$ cat src/rtl/phase_mon_pkg.sv
// rtl/phase_mon_pkg.sv - shared state type and one-hot helper for the phase sequence monitor
package phase_mon_pkg;

  typedef enum logic [1:0] {
    IDLE    = 2'd0,
    ACQUIRE = 2'd1,
    LOCKED  = 2'd2,
    FAULT   = 2'd3
  } phase_mon_state_t;

  // Callers zero-extend narrower vectors; extra zero bits never change the result.
  function automatic logic is_onehot(input logic [31:0] vec);
    return $countones(vec) == 1;
  endfunction

endpackage

$ cat src/rtl/onehot_to_index.sv
// rtl/onehot_to_index.sv - combinational bit-position decoder with one-hot flag
module onehot_to_index
  import phase_mon_pkg::*;
#(
  parameter int DIVIDE_BY = 2
) (
  input  logic [DIVIDE_BY-1:0]         vec_i,
  output logic [$clog2(DIVIDE_BY)-1:0] pos_o,
  output logic                         onehot_o
);

  localparam int IDX_W = $clog2(DIVIDE_BY);

  // Highest set bit wins; pos is only trusted when onehot_o is high.
  always_comb begin
    pos_o = '0;
    for (int i = 0; i < DIVIDE_BY; i++) begin
      if (vec_i[i]) pos_o = IDX_W'(i);
    end
  end

  assign onehot_o = is_onehot(32'(vec_i));

endmodule

$ cat src/rtl/phase_sequence_monitor.sv
// rtl/phase_sequence_monitor.sv - lock qualifier and decoder for the rotating one-hot phase vector
// Optional live error counter built only when PHASE_MON_ERR_COUNT_EN is defined.
module phase_sequence_monitor
  import phase_mon_pkg::*;
#(
  parameter int DIVIDE_BY   = 2,
  parameter int LOCK_CYCLES = 4,
  parameter int ERR_W       = 8
) (
  input  logic                         clkIn,
  input  logic                         rstN,
  input  logic [DIVIDE_BY-1:0]         phaseIn,
  output logic [$clog2(DIVIDE_BY)-1:0] phaseIdx,
  output logic                         phaseValid,
  output logic                         locked,
  output logic                         stepStrobe,
  output logic                         errPulse,
  output logic [ERR_W-1:0]             errCount
);

  localparam int IDX_W = $clog2(DIVIDE_BY);
  localparam int CNT_W = $clog2(LOCK_CYCLES + 1);
  localparam logic [CNT_W-1:0] CNT_LAST = CNT_W'(LOCK_CYCLES - 1);

  logic [DIVIDE_BY-1:0] cur_q, prev_q;
  logic [DIVIDE_BY-1:0] expected;
  phase_mon_state_t     state_q, state_d;
  logic [CNT_W-1:0]     good_cnt_q, good_cnt_d;
  logic [IDX_W-1:0]     idx_q, idx_d;
  logic                 strobe_q, strobe_d;
  logic                 err_q, err_d;
  logic [IDX_W-1:0]     pos, idx_dec;
  logic                 onehot, is_zero, multi, good;

  onehot_to_index #(.DIVIDE_BY(DIVIDE_BY)) u_dec (
    .vec_i   (cur_q),
    .pos_o   (pos),
    .onehot_o(onehot)
  );

  // Phase 0 sits in the MSB, so the index counts down from the top bit.
  assign expected = {prev_q[0], prev_q[DIVIDE_BY-1:1]};
  assign good     = onehot && (cur_q == expected);
  assign is_zero  = (cur_q == '0);
  assign multi    = !onehot && !is_zero;
  assign idx_dec  = IDX_W'(DIVIDE_BY - 1) - pos;

  always_comb begin
    state_d    = state_q;
    good_cnt_d = good_cnt_q;
    err_d      = 1'b0;
    case (state_q)
      IDLE: begin
        if (onehot) begin
          state_d    = ACQUIRE;
          good_cnt_d = '0;
        end
      end
      ACQUIRE: begin
        if (multi) begin
          state_d = FAULT;
        end else if (is_zero) begin
          state_d    = IDLE;
          good_cnt_d = '0;
        end else if (good) begin
          if (good_cnt_q == CNT_LAST) state_d = LOCKED;
          else good_cnt_d = good_cnt_q + CNT_W'(1);
        end else begin
          good_cnt_d = '0;
        end
      end
      LOCKED: begin
        if (!good) begin
          state_d = FAULT;
          err_d   = 1'b1;
        end
      end
      FAULT: begin
        if (onehot) begin
          state_d    = ACQUIRE;
          good_cnt_d = '0;
        end else if (is_zero) begin
          state_d = IDLE;
        end
      end
      default: state_d = IDLE;
    endcase
  end

  always_comb begin
    idx_d    = idx_q;
    strobe_d = 1'b0;
    if (state_d == LOCKED) begin
      idx_d    = idx_dec;
      strobe_d = (idx_dec == '0);
    end
  end

  always_ff @(posedge clkIn) begin
    if (!rstN) begin
      cur_q      <= '0;
      prev_q     <= '0;
      state_q    <= IDLE;
      good_cnt_q <= '0;
      idx_q      <= '0;
      strobe_q   <= 1'b0;
      err_q      <= 1'b0;
    end else begin
      cur_q      <= phaseIn;
      prev_q     <= cur_q;
      state_q    <= state_d;
      good_cnt_q <= good_cnt_d;
      idx_q      <= idx_d;
      strobe_q   <= strobe_d;
      err_q      <= err_d;
    end
  end

  assign phaseIdx   = idx_q;
  assign locked     = (state_q == LOCKED);
  assign phaseValid = (state_q == LOCKED);
  assign stepStrobe = strobe_q;
  assign errPulse   = err_q;

`ifdef PHASE_MON_ERR_COUNT_EN
  logic [ERR_W-1:0] err_cnt_q;

  // Counts in step with errPulse and sticks at all-ones until reset.
  always_ff @(posedge clkIn) begin
    if (!rstN) begin
      err_cnt_q <= '0;
    end else if (err_d && (err_cnt_q != '1)) begin
      err_cnt_q <= err_cnt_q + ERR_W'(1);
    end
  end

  assign errCount = err_cnt_q;
`else
  assign errCount = '0;
`endif

endmodule

$ cat config.mk
export PLATFORM = sky130hd
export DESIGN_NAME = phase_sequence_monitor
export DESIGN_NICKNAME = d
export VERILOG_FILES = /design/src/rtl/phase_mon_pkg.sv /design/src/rtl/onehot_to_index.sv /design/src/rtl/phase_sequence_monitor.sv
export SDC_FILE = /design/constraint.sdc
export NUM_CORES = 1
export LEC_CHECK = 0
export CORE_MARGIN = 2
export CORE_UTILIZATION = 45
export CTS_BUF_LIST = sky130_fd_sc_hd__clkbuf_16
export DETAILED_ROUTE_END_ITERATION = 8
export DONT_BUFFER_PORTS = 1
export PLACE_DENSITY = 0.69
export SLEW_MARGIN = 20
export SYNTH_ARGS = -nofsm -noshare
export SYNTH_HDL_FRONTEND = slang
export SYNTH_HIERARCHICAL = 1
export SYNTH_SLANG_ARGS = --single-unit
export TNS_END_PERCENT = 100
$ cat constraint.sdc
create_clock -name clkIn -period 2.6 [get_ports clkIn]
set_input_delay 0.52 -clock clkIn [delete_from_list [all_inputs] [get_ports clkIn]]
set_output_delay 0.52 -clock clkIn [all_outputs]
set_load 0.01 [all_outputs]
==> results of run 1 <==
[cells in the final DEF, fill, tap and decap left out, drive strengths merged]
| master | instances |
|---|---|
| dfxtp | 12 |
| conb | 8 |
| nor2 | 7 |
| inv | 6 |
| ha | 6 |
| a211oi | 5 |
| and2 | 5 |
| o21ai | 4 |
| xor2 | 3 |
| nor3 | 3 |
| clkbuf | 3 |
| nand2 | 2 |
| a21oi | 2 |
| mux2i | 2 |
| nand2b | 2 |
| o21bai | 2 |
| or3b | 1 |
| nand4bb | 1 |
| nand4 | 1 |
| o22ai | 1 |
| o31ai | 1 |
| nor2b | 1 |
| or2 | 1 |
| a311o | 1 |
| o311a | 1 |
| nor4 | 1 |
| and3 | 1 |
| nand3 | 1 |
[final timing paths]
check                     start            end  slack (ns)  cells after the start
hold reg to reg   good_cnt_q[2]  good_cnt_q[2]        0.49                      2
setup reg to reg       cur_q[1]       phaseIdx        0.45                      6
setup / recovery       cur_q[1]       phaseIdx        0.45                      6
hold / removal             rstN       cur_q[0]        0.40                      1
[layer usage]
| metal | vias up | global-route usage | share of wire |
|---|---|---|---|
| met5 | - | 0 | 0 |
| met4 | 0 | 0.109 | 0.030 |
| met3 | 5 | 0.0612 | 0.074 |
| met2 | 20 | 0.203 | 0.40 |
| li1 | 277 | - | - |
| met1 | 225 | 0.192 | 0.50 |
[registers in the layout, indices dropped and copies added (netlist names)]
| name | cells |
|---|---|
| stepStrobe | 1 |
| errPulse | 1 |
| prev_q | 2 |
| cur_q | 2 |
| phaseIdx | 1 |
| good_cnt_q | 3 |
| state_q | 2 |
[stage by stage]
stage / utilization / hold WS (ns) / instance area, um2
final: 0.516 / 0.404 / 786
after CTS: 0.516 / 0.403 / 786
after detailed placement: 0.466 / 0.473 / 711
after global placement: 0.466 / 0.462 / 711
after floorplan: - / 0.450 / 766
after global routing: 0.516 / 0.404 / 786
[power groups by stage]
stage	Clock [uW]	Combinational, uW	Sequential (uW)
finish	271	339	245
global route	286	375	249
CTS	278	336	245
detailed placement	0	335	248
global placement	0	327	247
floorplan	0	296	241
[layout make-up]
cell class              instances  share of cell area
flip-flops and latches         12               0.306
multi-input cells              63               0.545
inverters                       6              0.0287
well taps                      16              0.0255
clock buffers                   3              0.0955
[critical path, cell delays in order (launching register included)]
cell	delay (ns)
dfxtp_1	0.48
xor2_1	0.46
nand2b_1	0.18
a211oi_1	0.07
o31ai_1	0.57
o21bai_1	0.15
o311a_1	0.14
[cells by family (layout without fill, tap and decap cells)]
family | after synthesis | after routing | share of synthesized area
buffers and inverters | 16 | 9 | 0.132
XOR/XNOR | 3 | 3 | 0.0355
flip-flops | 12 | 12 | 0.325
AO/OA/AOI/OAI | 17 | 17 | 0.164
multiplexers | 2 | 2 | 0.0271
AND/OR/NAND/NOR | 27 | 27 | 0.210
other | 1 | 8 | 0.00507
adder cells (fa/ha/maj) | 6 | 6 | 0.102
==> results.sh, run 1 <==
export IMPL_synth_main_ff_cell="dfxtp_1"
export IMPL_diodes=0
export IMPL_synth_edf_count=0
export IMPL_vias_per_cell=5.27
export IMPL_dieWidth_um=44.5
export IMPL_ys_top_cells_by_area="dfxtp_1 32%, buf_4 10%, ha_1 10%"
export IMPL_postCtsSetupBuffers=0
export IMPL_rows=14
export IMPL_wl_um=1230
export IMPL_gp_congestion=0.818
export IMPL_hold_viol=0
export IMPL_worst_slew_pin_slew_ns=0.633
export IMPL_core_area_um2=1520
export IMPL_grt_pass1_wl_um=2080
export IMPL_antenna_left=0
export IMPL_crit_required_ns=2.72
export IMPL_grt_max_degree=10
export IMPL_p_leak_uw=0.000330
export IMPL_final_period_utilization=0.829
export IMPL_p_int_uw=549
export IMPL_p_seq_frac=0.287
export IMPL_fin_ws_ns=0.446
export IMPL_ys_ff_latch=12
export IMPL_vias=527
export IMPL_cp_start_kind="flip-flop"
export IMPL_drt_pass1_iterations=4
export IMPL_power_frac_comb=0.396
export IMPL_hpwl_um=939
export IMPL_hold_buffers=0
export IMPL_insertion_delay_ns=0.24
export IMPL_syn_to_final_growth_pct=6.26
export IMPL_yosysMostFrequentCell="dfxtp_1"
export IMPL_cts_root_buf="clkbuf_16"
export IMPL_clock_sinks=12
export IMPL_clock_skew_ns=0.00149
export IMPL_multiInputGateArea_um2=428
export IMPL_synth_top_area_cell="dfxtp_1"
export IMPL_rsz0062_at_grt="no"
export IMPL_cts_tree="done"
export IMPL_path_clk_slew_ns=0.04
export IMPL_nFillCells=141
export IMPL_dp_cells=97
export IMPL_critPathKind="flip-flop to flip-flop"
export IMPL_power_frac_clock=0.317
export IMPL_cts_max_path_buffers=2
export IMPL_syn_area_per_cell_um2=8.80
export IMPL_dpl_worst_slack_ns=0.490
export IMPL_drive_gt1_frac=0.107
export IMPL_dieArea_um2=1980
export IMPL_final_nets=96
export IMPL_die_h_um=44.5
export IMPL_hp_class="input pin to flip-flop"
export IMPL_htreeDepth=1
export IMPL_switching_share=0.359
export IMPL_ioPinCount=17
export IMPL_portBuffers=0
export IMPL_fmax_mhz=464
export IMPL_synth_distinct_cells=30
export IMPL_slew_headroom=0.575
export IMPL_synth_seq_area_share=0.325
export IMPL_slew_violations=0
export IMPL_finalSetupViolations=0
export IMPL_setup_tns_ns=0
export IMPL_power_uw=856
export IMPL_power_density_nw_per_um2=1090
export IMPL_drc=0
export IMPL_outcome="completed"
export IMPL_crit_fanout=9
export IMPL_seq_area_um2=240
export IMPL_power_switching_uw=307
export IMPL_synthesis_area_um2=739
export IMPL_grt_ovfl_total=0
export IMPL_critPathArrivalTime_ns=2.28
export IMPL_initial_core_util=0.485
export IMPL_first_global_vias=470
export IMPL_ys_warn_count=6
export IMPL_cts_made_buffers=3
export IMPL_antenna_found_initial=0
export IMPL_dr_first_iter_drc_count=9
export IMPL_post_drt_wl_per_cell_um=12.3
export IMPL_yosysTopAreaCellShare=0.325
export IMPL_max_cap_violations=0
export IMPL_synth_cells=84
export IMPL_cts_resized=0
export IMPL_end_kind="flip-flop"
export IMPL_gr_usage_all_layers=0.151
export IMPL_fin_cells=100
export IMPL_yosys_top_cells_count="12 x dfxtp_1, 10 x buf_4, 7 x nor2_1"
export IMPL_ir_worst_vdd_mv=0.579
export IMPL_async_flop_share=0
export IMPL_period_needed_ns=2.15
No activity file was read; power rests on OpenSTA's default activity.
==> run 2: changes to the inputs <==
Settings changed: PLACE_DENSITY 0.69 to 0.71.
Clock period 2.6 ns to 1.85 ns, I/O delays scaled along.
==> results.sh, run 2 (synthesis results as in run 1) <==
export IMPL_outcome="completed"
export IMPL_gp_congestion=0.884
export IMPL_largest_reg_flops=3
export IMPL_post_drt_wl_per_cell_um=12.4
export IMPL_worstRegToRegCells=6
export IMPL_final_common_cell="dfxtp_1"
export IMPL_nFillCells=133
export IMPL_crit_required_ns=1.98
export IMPL_cts_max_path_buffers=2
export IMPL_power_frac_clock=0.301
export IMPL_clock_sinks=12
export IMPL_finalSetupViolations=0
export IMPL_switching_share=0.353
export IMPL_p_int_uw=852
export IMPL_slew_violations=0
export IMPL_multiInputGateArea_um2=453
export IMPL_core_area_um2=1520
export IMPL_max_cap_violations=0
export IMPL_diodes=0
export IMPL_initial_core_util=0.485
export IMPL_drive_gt1_frac=0.242
export IMPL_cts_root_buf="clkbuf_16"
export IMPL_wl_um=1330
export IMPL_grt_max_degree=9
export IMPL_power_switching_uw=465
export IMPL_htreeDepth=1
export IMPL_grt_pass1_wl_um=2250
export IMPL_postLayoutCoreUtil=0.566
export IMPL_fmax_mhz=560
export IMPL_dr_first_iter_drc_count=6
export IMPL_portBuffers=0
export IMPL_critPathKind="flip-flop to flip-flop"
export IMPL_grt_ovfl_total=0
export IMPL_p_seq_frac=0.251
export IMPL_drt_pass1_iterations=4
export IMPL_rsz0062_at_grt="yes"
export IMPL_end_kind="flip-flop"
export IMPL_antenna_found_initial=0
export IMPL_antenna_left=0
export IMPL_first_global_vias=544
export IMPL_fin_cells=107
export IMPL_fin_ws_ns=0.0642
export IMPL_setup_tns_ns=0
export IMPL_fin_area_um2=862
export IMPL_period_needed_ns=1.79
export IMPL_cts_tree="done"
export IMPL_final_cell_mix="10 x dfxtp_1, 8 x conb_1, 7 x nor2_1, 6 x inv_1, 6 x buf_4"
export IMPL_hp_class="input pin to flip-flop"
export IMPL_dpl_worst_slack_ns=0.0691
export IMPL_clock_skew_ns=0.00198
export IMPL_vias_per_cell=5.33
export IMPL_die_h_um=44.5
export IMPL_seq_area_um2=243
export IMPL_insertion_delay_ns=0.24
export IMPL_dieArea_um2=1980
export IMPL_dp_cells=103
export IMPL_crit_fanout=8
export IMPL_rows=14
export IMPL_hpwl_um=1000
export IMPL_drc=0
export IMPL_hold_buffers=0
export IMPL_ir_worst_vdd_mv=1.00
export IMPL_p_leak_uw=0.000364
export IMPL_hold_viol=0
export IMPL_gr_usage_all_layers=0.162
export IMPL_regMostFlops="good_cnt_q"
export IMPL_final_period_utilization=0.965
export IMPL_vias=570
export IMPL_dieWidth_um=44.5
export IMPL_syn_to_final_growth_pct=16.6
export IMPL_critPathArrivalTime_ns=1.91
export IMPL_cts_made_buffers=3
export IMPL_power_density_nw_per_um2=1530
export IMPL_final_nets=102
export IMPL_place_area_um2=763
export IMPL_min_path_cells=1
export IMPL_ioPinCount=17
export IMPL_power_frac_comb=0.448
export IMPL_path_clk_slew_ns=0.04
export IMPL_cp_start_kind="flip-flop"
-- run 2: cell count changes in the layout (fill, tap and decap cells not counted), sizes merged --
cell and change:
buf +6, clkinv +1
-- run 2: metrics by stage --
stage / total power (uW) / hold slack [ns]
2_1_floorplan: 756 / 0.450
3_3_place_gp: 872 / 0.464
3_5_place_dp: 878 / 0.471
4_1_cts: 1290 / 0.245
5_1_grt: 1410 / 0.245
6_report: 1320 / 0.248
-- run 2: power by group through the flow --
stage | Combinational, uW | Sequential (uW) | Clock, uW
global placement | 538 | 334 | 0
floorplan | 417 | 339 | 0
finish | 590 | 331 | 396
detailed placement | 543 | 335 | 0
CTS | 555 | 331 | 408
global route | 650 | 338 | 421
-- run 2: layout make-up --
cell class	count	share of cell area
Clock inverter	1	0.00435
Timing Repair Buffer	6	0.0522
Tap cell	16	0.0232
Clock buffer	3	0.0871
Sequential cell	12	0.282
Inverter	6	0.0261
Multi-Input combinational cell	63	0.525
-- run 2: routing by layer --
layer,GRT usage,wire length [um],vias to the layer above
li1,-,-,290
met1,0.200,594,256
met2,0.235,605,17
met3,0.0571,87,7
met4,0.109,43,0
met5,0,0,-
-- run 2: path summary, 6_finish.rpt --
kind	from	end	slack, ns
worst max-delay path	cur_q[1]	phaseIdx	0.06
worst min register to register	good_cnt_q[1]	good_cnt_q[1]	0.47
worst max register to register	cur_q[1]	phaseIdx	0.06
worst min-delay path	rstN	cur_q[0]	0.25
-- run 2: worst max-delay path, stage by stage, from the launching register on --
cell and delay [ns]:
dfxtp_2 0.34, xor2_2 0.18, buf_4 0.16, nor3_1 0.20, a211oi_1 0.10, a311o_1 0.39
o311a_1 0.30
-- run 2: timing repair --
item | CTS | global route
gates resized for setup | 0 | 7
setup endpoints to repair | 0 | 4
setup buffers | 0 | 0
==> run 3: changes to the inputs <==
Settings changed: SLEW_MARGIN 20 to 40.
==> results of run 3 <==
The final DEF is identical to that of run 2; final timing and power are the same.
